[src/rtl/channel_util_pkg.sv]
// channel_util_pkg: shared FSM state type and flit-count helper for channel width converters
package channel_util_pkg;
  typedef enum logic {SER_IDLE, SER_SEND} ser_state_t;
  function automatic int flits_per_word(int nin, int nout);
    return (nin + nout - 1) / nout;
  endfunction
endpackage

[src/rtl/channel_if.sv]
// channel_if: valid/ack channel (d, v from master; a from slave)
interface channel_if #(parameter int W = 8);
  logic [W-1:0] d;
  logic v;
  logic a;
  modport master(output d, v, input a);
  modport slave(input d, v, output a);
endinterface

[src/rtl/flit_select.sv]
// flit_select: picks flit idx of word, LSB slice first, zero-padding bits beyond NIn
module flit_select #(
  parameter int NIn = 20,
  parameter int NOut = 8,
  parameter int K = 3,
  localparam int IW = $clog2(K + 1)
) (
  input  logic [NIn-1:0]  word,
  input  logic [IW-1:0]   idx,
  output logic [NOut-1:0] flit
);
  logic [K*NOut-1:0] padded;
  assign padded = (K*NOut)'(word);
  assign flit = padded[idx*NOut +: NOut];
endmodule

[src/rtl/channel_serializer.sv]
// channel_serializer: splits each NIn-bit word on in into K NOut-bit flits on out, registered, full throughput
module channel_serializer
  import channel_util_pkg::*;
#(
  parameter int NIn = 20,
  parameter int NOut = 8
) (
  input logic clk,
  input logic reset,
  channel_if.slave in,
  channel_if.master out
);
  localparam int K = flits_per_word(NIn, NOut);
  localparam int IW = $clog2(K + 1);
  ser_state_t state, state_n;
  logic [NIn-1:0] word;
  logic [IW-1:0] idx;
  logic [NOut-1:0] flit;
  logic send, last, take;
  flit_select #(.NIn(NIn), .NOut(NOut), .K(K)) u_sel (.word(word), .idx(idx), .flit(flit));
  assign send = state == SER_SEND;
  assign last = idx == IW'(K - 1);
  // a new word is taken when idle, or alongside the final flit for a zero-bubble handoff
  always_comb begin
    take = ~reset & in.v & (~send | (last & out.a));
    in.a = take;
    out.v = send;
    out.d = send ? flit : '0;
    state_n = take ? SER_SEND : (send & out.a & last) ? SER_IDLE : state;
  end
  always_ff @(posedge clk) begin
    if (reset) begin
      state <= SER_IDLE;
      word <= '0;
      idx <= '0;
    end else begin
      state <= state_n;
      if (take) begin
        word <= in.d;
        idx <= '0;
      end else if (send & out.a & ~last) idx <= idx + 1'b1;
    end
  end
endmodule

[src/flat_wrapper.sv]
// flat-port wrapper written by rule: the top's interface ports become plain ports
module channel_serializer_flat import channel_util_pkg::*;
#(
  parameter int NIn = 20,
  parameter int NOut = 8
)
  (clk, reset, in_d, in_v, in_a, out_d, out_v, out_a);
  channel_if #(.W(20)) in_i ();
  channel_if #(.W(8)) out_i ();
  input logic clk;
  input logic reset;
  input wire logic [$bits(in_i.d)-1:0] in_d;
  input wire logic [$bits(in_i.v)-1:0] in_v;
  output wire logic [$bits(in_i.a)-1:0] in_a;
  output wire logic [$bits(out_i.d)-1:0] out_d;
  output wire logic [$bits(out_i.v)-1:0] out_v;
  input wire logic [$bits(out_i.a)-1:0] out_a;
  assign in_i.d = in_d;
  assign in_i.v = in_v;
  assign in_a = in_i.a;
  assign out_d = out_i.d;
  assign out_v = out_i.v;
  assign out_i.a = out_a;
  channel_serializer #(.NIn(NIn), .NOut(NOut)) u_core (.clk(clk), .reset(reset), .in(in_i), .out(out_i));
endmodule
[config.mk]
export PLATFORM = sky130hd
export DESIGN_NAME = channel_serializer_flat
export DESIGN_NICKNAME = d
export VERILOG_FILES = /design/src/rtl/channel_util_pkg.sv /design/src/rtl/channel_if.sv /design/src/rtl/flit_select.sv /design/src/rtl/channel_serializer.sv /design/src/flat_wrapper.sv
export SDC_FILE = /design/constraint.sdc
export NUM_CORES = 1
export LEC_CHECK = 0
export ABC_AREA = 1
export CAP_MARGIN = 5
export CORE_MARGIN = 8
export CORE_UTILIZATION = 46
export DETAILED_ROUTE_END_ITERATION = 8
export PLACE_DENSITY = 0.78
export SYNTH_ARGS = -nofsm -noshare
export SYNTH_HDL_FRONTEND = slang
export SYNTH_SLANG_ARGS = --single-unit
export TNS_END_PERCENT = 5
[constraint.sdc]
create_clock -name clk -period 1.8 [get_ports clk]
set_input_delay 0.36 -clock clk [delete_from_list [all_inputs] [get_ports clk]]
set_output_delay 0.36 -clock clk [all_outputs]
set_load 0.05 [all_outputs]
==> out/metrics.cfg <==
[final_layout]
drive_gt1_share_pct = 32.4
final_cells = 212
mostFrequentLayoutCells = nand2_1 (29), nand2_2 (23), clkdlybuf4s50_1 (23), dfxtp_1 (21), nand3_1 (20)
finalNetCount = 208
syn2layout_area_growth_pct = 42.4
final_area_um2 = 1660
antenna_cells = 0
final_common_cell = nand2_1

[power_and_ir_drop]
total_power_mw = 1.09
ir_worst_vdd_mv = 0.585
leakagePower_nw = 0.740
power_density_nw_per_um2 = 657

[floorplanning]
initial_utilization_pct = 48.0
core_um2 = 2430
rows = 18
die_h_um = 66.4
die_w_um = 66.4
die_area_um2 = 4410
io_pins = 34

[critical_path]
critPathRequiredTime_ns = 1.44
cp-start-kind = flip-flop
cp-end-kind = output port
path_max_fanout = 11
worstSetupPathType = flip-flop to output port
arrival_ns = 1.42

[clocking]
cts_tree = done
root_buffer = clkbuf_4
clk_pin_slew_worst_paths_ns = 0.13
clk_path_buf_depth = 2
cts-buffers-inserted = 3
cts_hold_buf = 0
clk_latency_ns = 0.32
postCtsSetupRepairBufs = 0
cts.sinks = 23
htreeDepth = 1

[timing]
fin_crit_ns = 1.78
setup_viol = 0
period_share_pct = 98.7
relSlewSlack_pct = 58.3
fin_setup_tns_ns = 0
hold_violations = 0
finalMaxSlewViolations = 0
setup_ws_ns = 0.0228
fmax_mhz = 563
finalClockSkew_ns = 0.00192
worst_pin_slew_ns = 0.625
rsz0062_at_grt = yes

[routing]
wire_per_inst_um = 12.3
vias_per_cell = 4.90
ant_nets = 0
vias = 1039
drt-initial-drc-count = 28
drc = 0
drt-total-wl_um = 2610
first_pass_iters = 4

[grt]
grt_overflow = 0
grt_first_pass_wirelength_um = 4350
grt_max_degree = 22
grt_pass1_vias = 952
antenna_found_initial = 0
grtUsageTotal_pct = 12.5

[synthesis]
synth-seq-cells = 23
syn_nets = 174
synth.distinct_cells = 19
yosysSeqAreaShare_pct = 39.4
avgSynthCellArea_um2 = 7.84
synthCells = 149
yosysWarningCount = 0
synth_area_um2 = 1170

[placement]
place_area_um2 = 1630
place_hpwl_um = 2010
post-place-ws_ns = 0.113
gp_congestion = 0.881
dp.cells = 208
io_buffers = 33

[status]
status = completed

[flow_run]
max-cap-violations = 0

[hold_path]
hold_class = flip-flop to flip-flop

path summary, 6_finish.rpt:
kind / from / to / slack [ns] / cells after the start
max: u_core.idx[0]$_SDFFE_PP0P_ / out_d[2] / 0.02 / 5
min: u_core.word[5]$_SDFFE_PP0P_ / u_core.word[5]$_SDFFE_PP0P_ / 0.48 / 2
max reg2reg: u_core.idx[0]$_SDFFE_PP0P_ / u_core.word[18]$_SDFFE_PP0P_ / 0.36 / 9
min reg2reg: u_core.word[5]$_SDFFE_PP0P_ / u_core.word[5]$_SDFFE_PP0P_ / 0.48 / 2
what timing repair did:
item	CTS	global route
pin swaps	0	1
endpoints found under the setup margin	5	9
endpoints found under the hold margin	0	0
resized for setup	2	8
flip-flops by register name, indices dropped and copies added, names as in the netlist:
register / count
u_core.idx: 2
u_core.word: 20
u_core.out.v: 1
worst max-delay path, stage by stage (launching register included):
cell	delay [ns]
dfxtp_2	0.35
inv_1	0.11
buf_4	0.20
nand4_1	0.16
o21ai_4	0.12
buf_12	0.15
through the flow:
step | util [%] | hold WS (ns)
2_1_floorplan | - | 0.429
3_3_place_gp | 66.9 | 0.452
3_5_place_dp | 66.9 | 0.457
4_1_cts | 68.2 | 0.475
5_1_grt | 68.4 | 0.504
6_report | 68.4 | 0.479
cell type report:
| type | instances | area (um2) |
|---|---|---|
| Tap cell | 30 | 37.5 |
| Inverter | 9 | 38.8 |
| Fill cell | 193 | 768 |
| Timing Repair Buffer | 38 | 468 |
| Sequential cell | 23 | 465 |
| Clock buffer | 3 | 22.5 |
| Clock inverter | 1 | 7.51 |
| Multi-Input combinational cell | 108 | 624 |
cell families after synthesis:
logic type / after synthesis / share of synthesized area [%]
AO/OA/AOI/OAI: 14 / 6.00
adder cells (fa/ha/maj): 1 / 1.07
flip-flops: 23 / 39.4
AND/OR/NAND/NOR: 93 / 40.9
buffers and inverters: 18 / 12.6
per-layer routing:
metal	track usage [%]	up-vias	share of wire, %
met3	5.76	5	6.6
met5	0	-	0
li1	-	542	-
met4	4.27	0	0.92
met1	16.0	463	47
met2	18.0	29	45
power breakdown:
group	switching (mW)	internal (mW)	total [mW]
clock network	0.162	0.0850	0.247
logic	0.150	0.135	0.285
registers	0.0197	0.542	0.562
cells in the mapped netlist (all sizes together):
cell    instances  area (um2)
nand2          54         275
dfxtp          23         460
nand3          21         110
nor2           14        67.6
o21ai          11        55.1
inv             9        38.8
buf             8        95.1
nand4           4        25.0
a21oi           3        15.0
clkbuf          1        13.8
ha              1        12.5
(Power assumes the default switching activity.)
